## config.mk

```make
export PLATFORM = sky130hd
export DESIGN_NAME = wb_writeback_unit
export DESIGN_NICKNAME = d
export VERILOG_FILES = /design/src/rtl/wb_writeback_unit.sv
export SDC_FILE = /design/constraint.sdc
export NUM_CORES = 1
export LEC_CHECK = 0
export ABC_CLOCK_PERIOD_IN_PS = 8790
export CAP_MARGIN = 20
export CORE_MARGIN = 5
export CORE_UTILIZATION = 25
export DETAILED_ROUTE_END_ITERATION = 16
export GPL_TIMING_DRIVEN = 1
export PLACE_DENSITY = 0.45
export SYNTH_ARGS = -nofsm -noshare
export SYNTH_HDL_FRONTEND = slang
export SYNTH_SLANG_ARGS = --single-unit
```

## constraint.sdc

```tcl
create_clock -name clk -period 8.79 [get_ports clk]
set_input_delay 0.879 -clock clk [delete_from_list [all_inputs] [get_ports clk]]
set_output_delay 0.879 -clock clk [all_outputs]
set_load 0.1 [all_outputs]
```

## src/rtl/wb_writeback_unit.sv

```systemverilog
// Writeback unit: arbitrates ALU results and buffered load responses onto the register file write port.
// Optional macro WB_BYPASS_EN adds fwd_rs1_en/fwd_rs2_en so decode can take wb_data instead of stalling.
module wb_writeback_unit #(
    parameter int unsigned LD_DEPTH = 2
) (
    input  logic        clk,
    input  logic        reset,
    input  logic        alu_valid,
    input  logic [4:0]  alu_rd,
    input  logic [31:0] alu_data,
    input  logic        ld_issue,
    input  logic [4:0]  ld_issue_rd,
    output logic        ld_issue_ready,
    input  logic        mem_resp_valid,
    output logic        mem_resp_ready,
    input  logic [4:0]  mem_resp_rd,
    input  logic [2:0]  mem_resp_funct3,
    input  logic [1:0]  mem_resp_off,
    input  logic [31:0] mem_resp_data,
    input  logic [4:0]  rs1_addr,
    input  logic [4:0]  rs2_addr,
    output logic        stall,
    output logic        we,
    output logic [4:0]  wb_addr,
    output logic [31:0] wb_data
`ifdef WB_BYPASS_EN
    ,
    output logic        fwd_rs1_en,
    output logic        fwd_rs2_en
`endif
);

    localparam int unsigned PTR_W = (LD_DEPTH > 1) ? $clog2(LD_DEPTH) : 1;
    localparam int unsigned CNT_W = $clog2(LD_DEPTH + 1);

    typedef struct packed {
        logic [4:0]  rd;
        logic [2:0]  funct3;
        logic [1:0]  off;
        logic [31:0] data;
    } ld_resp_t;

    ld_resp_t           resp_buf [LD_DEPTH];
    logic [PTR_W-1:0]   wr_ptr;
    logic [PTR_W-1:0]   rd_ptr;
    logic [CNT_W-1:0]   fill;
    logic [CNT_W-1:0]   outstanding;
    logic [31:0]        busy;
    logic [31:0]        busy_next;

    logic               full;
    logic               empty;
    logic               issue_ok;
    logic               push;
    logic               pop;
    logic               alu_claim;
    ld_resp_t           head;
    logic [31:0]        ld_data;
    logic               hit1;
    logic               hit2;

    // Byte/halfword selection and extension of the raw memory word.
    function automatic logic [31:0] extract_load(input ld_resp_t r);
        logic [7:0]  b;
        logic [15:0] h;
        logic [31:0] res;
        case (r.off)
            2'd0:    b = r.data[7:0];
            2'd1:    b = r.data[15:8];
            2'd2:    b = r.data[23:16];
            default: b = r.data[31:24];
        endcase
        h = r.off[1] ? r.data[31:16] : r.data[15:0];
        case (r.funct3)
            3'b000:  res = {{24{b[7]}}, b};
            3'b100:  res = {24'd0, b};
            3'b001:  res = {{16{h[15]}}, h};
            3'b101:  res = {16'd0, h};
            default: res = r.data;
        endcase
        return res;
    endfunction

    always_comb begin
        full           = (fill == CNT_W'(LD_DEPTH));
        empty          = (fill == CNT_W'(0));
        ld_issue_ready = (outstanding < CNT_W'(LD_DEPTH));
        mem_resp_ready = !full;
        issue_ok       = ld_issue && ld_issue_ready;
        push           = mem_resp_valid && !full;
        alu_claim      = alu_valid && (alu_rd != 5'd0);
        pop            = !empty && !alu_claim;
        head           = resp_buf[rd_ptr];
        ld_data        = extract_load(head);
    end

    // Scoreboard update: a new issue to the same rd overrides the clear from a pop.
    always_comb begin
        busy_next = busy;
        if (pop && (head.rd != 5'd0)) begin
            busy_next[head.rd] = 1'b0;
        end
        if (issue_ok && (ld_issue_rd != 5'd0)) begin
            busy_next[ld_issue_rd] = 1'b1;
        end
        busy_next[0] = 1'b0;
    end

    always_comb begin
`ifdef WB_BYPASS_EN
        hit1       = (rs1_addr != 5'd0) && busy[rs1_addr];
        hit2       = (rs2_addr != 5'd0) && busy[rs2_addr];
        fwd_rs1_en = we && (wb_addr == rs1_addr) && (rs1_addr != 5'd0);
        fwd_rs2_en = we && (wb_addr == rs2_addr) && (rs2_addr != 5'd0);
`else
        hit1 = (rs1_addr != 5'd0) && (busy[rs1_addr] || (we && (wb_addr == rs1_addr)));
        hit2 = (rs2_addr != 5'd0) && (busy[rs2_addr] || (we && (wb_addr == rs2_addr)));
`endif
        stall = hit1 || hit2;
    end

    always_ff @(posedge clk) begin
        if (reset) begin
            for (int i = 0; i < int'(LD_DEPTH); i++) begin
                resp_buf[i] <= '0;
            end
            wr_ptr      <= '0;
            rd_ptr      <= '0;
            fill        <= '0;
            outstanding <= '0;
            busy        <= '0;
            we          <= 1'b0;
            wb_addr     <= 5'd0;
            wb_data     <= 32'd0;
        end else begin
            if (push) begin
                resp_buf[wr_ptr] <= '{rd: mem_resp_rd, funct3: mem_resp_funct3,
                                      off: mem_resp_off, data: mem_resp_data};
                wr_ptr <= wr_ptr + PTR_W'(1);
            end
            if (pop) begin
                rd_ptr <= rd_ptr + PTR_W'(1);
            end
            if (push && !pop) begin
                fill <= fill + CNT_W'(1);
            end else if (!push && pop) begin
                fill <= fill - CNT_W'(1);
            end

            // Responses may arrive with nothing outstanding (e.g. after reset); hold at zero.
            if (issue_ok && !pop) begin
                outstanding <= outstanding + CNT_W'(1);
            end else if (!issue_ok && pop && (outstanding != CNT_W'(0))) begin
                outstanding <= outstanding - CNT_W'(1);
            end

            busy <= busy_next;

            if (alu_claim) begin
                we      <= 1'b1;
                wb_addr <= alu_rd;
                wb_data <= alu_data;
            end else if (pop && (head.rd != 5'd0)) begin
                we      <= 1'b1;
                wb_addr <= head.rd;
                wb_data <= ld_data;
            end else begin
                we <= 1'b0;
            end
        end
    end

endmodule

```

# ---- After elaboration in Yosys (flattened, before gate mapping)
# Memory sizes are Yosys's and may differ from the RTL's. A register that Yosys moved wholly into a read port is not among the register bits.
# Cells that the tools add are included.
dict set report totals {
  output_inout_bits 41
  register_bits 76
  n_memories 1
  word_cells 106
  ramBits 84
  in_bits 99
}
# name words width read_ports rd_ports_with_merged_regs wr line_no
set mem_list {}
lappend mem_list {resp_buf 2 42 1 1 2 43} ;# ld_resp_t resp_buf [LD_DEPTH];
dict set report classes {
  bitwise_logic 3
  n_mux 33
  n_lt_le_gt_ge 7
  n_eq_ne 8
  n_reduce_logical 39
  add_sub_neg 6
}
# operator count
set ops {}
lappend ops {{$mux 32} 4}
lappend ops {{$pmux 32 s4} 1}
lappend ops {{$mux 42} 1}
lappend ops {{$reduce_or 42->1} 1}
lappend ops {{$and 32x32->32} 1}
lappend ops {{$not 32->32} 1}
lappend ops {{$or 32x32->32} 1}
lappend ops {{$reduce_bool 5->1} 5}
lappend ops {{$lt 5x6->1 const B} 4}
lappend ops {{$pmux 8 s3} 1}
lappend ops {{$logic_and 1x1->1} 17}
lappend ops {{$mux 16} 1}
lappend ops {{$mux 1} 15}
lappend ops {{$bmux 1 s5} 2}
lappend ops {{$demux 1 s5} 2}
lappend ops {{$eq 5x5->1} 2}
lappend ops {{$ge 5x1->1 const B} 2}
lappend ops {{$mux 5} 2}
lappend ops {{$mux 2} 4}
lappend ops {{$reduce_bool 2->1} 4}
lappend ops {{$eq 3x3->1 const B} 2}
lappend ops {{$logic_not 1->1} 6}
lappend ops {{$add 2x1->2 const B} 2}
lappend ops {{$eq 2x2->1 const B} 2}
lappend ops {{other kinds (8)} 13}

# ---- Logic depth before layout (Yosys ltp)
dict set report logic_depth {
  ltp_word 9
  mapped_depth 10
}

# ---- Least setup slack after synthesis
# Ideal clock, no wire load.
dict set report synth_path {
  path_kind {in2out}
  start {input port rs2_addr[0]}
  end {output port stall}
  stages 7
  required_ns 7.911
  n_path_buf 1
  slack_ns 3.757
  arrival_ns 4.154
  cell_sequence {buf_2 xor2_1 nor4_1 nand3_1 nand4_1 nor3_1 o32ai_1}
}
dict set report synth_via {
  elab_chain_cells 5
  word_cells_on_any_way 8
  cone_classes {eq/ne: 1; mux: 2; reduce/logical: 5}
}
# item line_no
set synth_rtl {}
lappend synth_rtl {{start, declared} 21} ;# input logic [4:0] rs2_addr,
lappend synth_rtl {{$bmux 1 s5 / $eq 5x5->1 (equally long branches)} 117} ;# hit2 = (rs2_addr != 5'd0) && (busy[rs2_addr] || (we && (wb_addr == rs2_addr)));
lappend synth_rtl {{$mux 1 (not written as such) / $logic_and 1x1->1 (equally long branches)} 117}
lappend synth_rtl {{$logic_or 1x1->1} 117}
lappend synth_rtl {{$logic_and 1x1->1 *} 117}
lappend synth_rtl {{$logic_or 1x1->1 *} 119} ;# stall = hit1 || hit2;
lappend synth_rtl {{end, declared} 22} ;# output logic stall,
# Mark *: on every way between the ends. The rest lies on a longest branch, timed or not. The select of a mux whose other input is x is not followed.

# ---- Worst setup path in the final report
# Same ends and word-level chain as after synthesis.

==> flow_metrics.env <==
export IMPL_status="completed"
export IMPL_avgSynthCellArea_um2=10.3
export IMPL_fmax_mhz=207
export IMPL_ys_top_cells_by_area="edfxtp_1 31%, dfxtp_1 19%, and2_1 6.6%, mux2i_1 3.9%, mux4_2 3.9%"
export IMPL_seqCellArea_um2=4050
export IMPL_ios=140
export IMPL_final_nets=1013
export IMPL_multi_input_area_um2=3870
export IMPL_antenna_found_initial=0
export IMPL_syn_inst=797
export IMPL_power_leakage_nw=3.67
export IMPL_coreArea_um2=32400
export IMPL_clkSinkCount=160
export IMPL_dieWidth_um=191
export IMPL_cts_max_path_buffers=2
export IMPL_power_share_sequential=0.336
export IMPL_num_antenna_cells=0
export IMPL_skew_ns=0.0163
export IMPL_syn_nets=897
export IMPL_drt_initial_drc_count=435
export IMPL_cts_setup_buffers=0
export IMPL_yosysMostFrequentCell="and2_1"
export IMPL_insertion_delay_ns=0.43
export IMPL_ys_async_sr_fraction=0
export IMPL_vias=6462
export IMPL_rr_endpoint="wb_data[14]$_SDFFE_PP0P_"
export IMPL_grt_start_max_net_pins=80
export IMPL_synth_top_cell_area_share=0.309
export IMPL_synth_edf_count=84
export IMPL_grt_pass1_wl_mm=39.7
export IMPL_grt_pass1_vias=6285
export IMPL_holdPathStages=2
export IMPL_endpoint_kind="output port"
export IMPL_fp_dieArea_um2=36400
export IMPL_yosysWarnings=0
export IMPL_grtUsageTotal=0.144
export IMPL_drive_gt1_frac=0.106
export IMPL_hold_viol=0
export IMPL_gp_congestion=0.833
export IMPL_switching_power_mw=1.24
export IMPL_start_util=0.253
export IMPL_final_util=0.327
export IMPL_cts_buffers=17
export IMPL_slew_headroom=0.286
export IMPL_hold_start="wb_data[7]$_SDFFE_PP0P_"
export IMPL_min_to="wb_data[7]$_SDFFE_PP0P_"
export IMPL_dp_hpwl_mm=19.3
export IMPL_r2r_setup_slack_ns=5.64
export IMPL_portBuffers=139
export IMPL_netlist_area_um2=8170
export IMPL_die_h_um=191
export IMPL_setup_violations=0
export IMPL_maxSlewViolCount=0
export IMPL_grt_setup_unrepaired="false"
export IMPL_ys_types=72
export IMPL_synth_top_flop_cell="edfxtp_1"
export IMPL_avgRoutedWirePerCell_um=19.5
export IMPL_crit_arrival_ns=3.96
export IMPL_p_per_area_nw_per_um2=272
export IMPL_core_rowCount=66
export IMPL_syn2layout_area_growth_pct=29.4
export IMPL_period_share=0.550
export IMPL_max_cap_violations=0
export IMPL_drc=0
export IMPL_wirelength_mm=26.7
export IMPL_cts_root_buf="clkbuf_16"
export IMPL_timing_worst_setup_path_type="input pin to output port"
export IMPL_yosys_area_top_type="edfxtp_1"
export IMPL_cts_hold_buf=0
export IMPL_yosys_top_cells_count="86 x and2_1, 84 x edfxtp_1, 76 x dfxtp_1"
export IMPL_synth_seq_cells=160
export IMPL_tns_ns=0
export IMPL_drtPass1Iterations=5
export IMPL_viasPerCell=4.72
export IMPL_timing_critical_path_from_type="input pin"
export IMPL_sw_frac_of_total=0.430
export IMPL_clk_pin_slew_ns=0.07
export IMPL_fillerInstances=3379
export IMPL_ant_nets=0
export IMPL_p_int_mw=1.64
export IMPL_post_cts_resize_count=0
export IMPL_ir_worst_vdd_mv=0.159
export IMPL_fin_total_pwr_mw=2.87
export IMPL_synth_yosys_seq_area_share=0.495
export IMPL_htree_levels=4
export IMPL_tightest_slew_ns=1.07
export IMPL_crit_required_ns=7.91
export IMPL_cts_tree="done"
export IMPL_r2r_cells=7
export IMPL_path_max_fanout=10
export IMPL_comb_power_share=0.394
export IMPL_hp_class="flop to flop"
export IMPL_p_clk_frac=0.271
export IMPL_fin_crit_ns=4.83
export IMPL_overflow=0
power groups by stage:
| stage | Combinational [mW] | Clock [mW] | Sequential [mW] |
|---|---|---|---|
| after global placement | 1.14 | 0 | 0.982 |
| after detailed placement | 1.14 | 0 | 0.983 |
| after CTS | 1.14 | 0.796 | 0.966 |
| final | 1.13 | 0.778 | 0.965 |
| after global routing | 1.19 | 0.826 | 0.979 |
| after floorplan | 0.531 | 0 | 1.25 |
critical path: stages:
cell and delay [ns]:
clkdlybuf4s50_1 0.80, mux4_2 0.58, inv_1 0.07, a221oi_1 0.07, a2111oi_0 0.44, o32ai_1 0.14, clkdlybuf4s50_1 0.98
area by class of cell:
class,instances,share of cell area
clock inverters,15,0.0179
flip-flops and latches,160,0.382
clock buffers,17,0.0402
multi-input cells,574,0.366
repair buffers,148,0.137
well taps,442,0.0523
inverters,12,0.00426
through the flow:
| stage | hold slack (ns) | area (um^2) | std cells | setup slack (ns) |
|---|---|---|---|---|
| after floorplan | 0.460 | 8170 | 797 | 3.76 |
| after global placement | 0.465 | 9960 | 1336 | 3.95 |
| after detailed placement | 0.470 | 9960 | 1336 | 3.93 |
| after CTS | 0.479 | 10600 | 1368 | 3.92 |
| after global routing | 0.506 | 10600 | 1368 | 3.65 |
| final | 0.481 | 10600 | 1368 | 3.96 |
layer usage:
layer / share of wire / GRT usage
met5: 0 / 0
met1: 0.48 / 0.206
met4: 0.0077 / 0.0290
met3: 0.037 / 0.0229
met2: 0.47 / 0.231
how the worst max path moves through the flow:
stage,startpoint,end,slack [ns],cells after the start
after floorplan,rs2_addr[0],stall,3.76,7
after global placement,rs2_addr[0],stall,3.95,7
after detailed placement,rs2_addr[0],stall,3.93,7
after CTS,rs2_addr[0],stall,3.92,7
after global routing,rs2_addr[1],stall,3.65,7
final,rs2_addr[0],stall,3.96,7
cell families after synthesis:
family                   share of synthesized area
AO/OA/AOI/OAI                                0.150
XOR/XNOR                                    0.0161
AND/OR/NAND/NOR                              0.194
flip-flops                                   0.495
adder cells (fa/ha/maj)                    0.00153
buffers and inverters                       0.0354
multiplexers                                 0.108
registers in the layout, summed over array words and instances (netlist names), named ones only:
| signal | count |
|---|---|
| resp_buf | 84 |
| outstanding | 2 |
| busy | 31 |
| wb_data | 32 |
| wb_addr | 5 |
| rd_ptr | 1 |
| wr_ptr | 1 |
| we | 1 |
| fill | 2 |
layout by cell type, fill, tap and decap left out, drive strengths merged, types with 3 or more instances in the layout:
master	instances
nor2b	12
mux2i	33
o32a	3
mux4	14
or2	3
xnor2	4
o211ai	10
nand2	72
a31oi	17
nor4	9
nor2	61
and2	87
inv	23
nand4	3
o32ai	4
nor3	16
o21ai	56
nand3b	7
buf	10
nand2b	5
xor2	11
clkbuf	17
edfxtp	84
and3	3
mux2	20
nor3b	4
nand3	17
a221oi	9
a22o	8
clkinv	4
clkdlybuf4s50	138
dfxtp	76
a21oi	54
(Power assumes the default switching activity.)
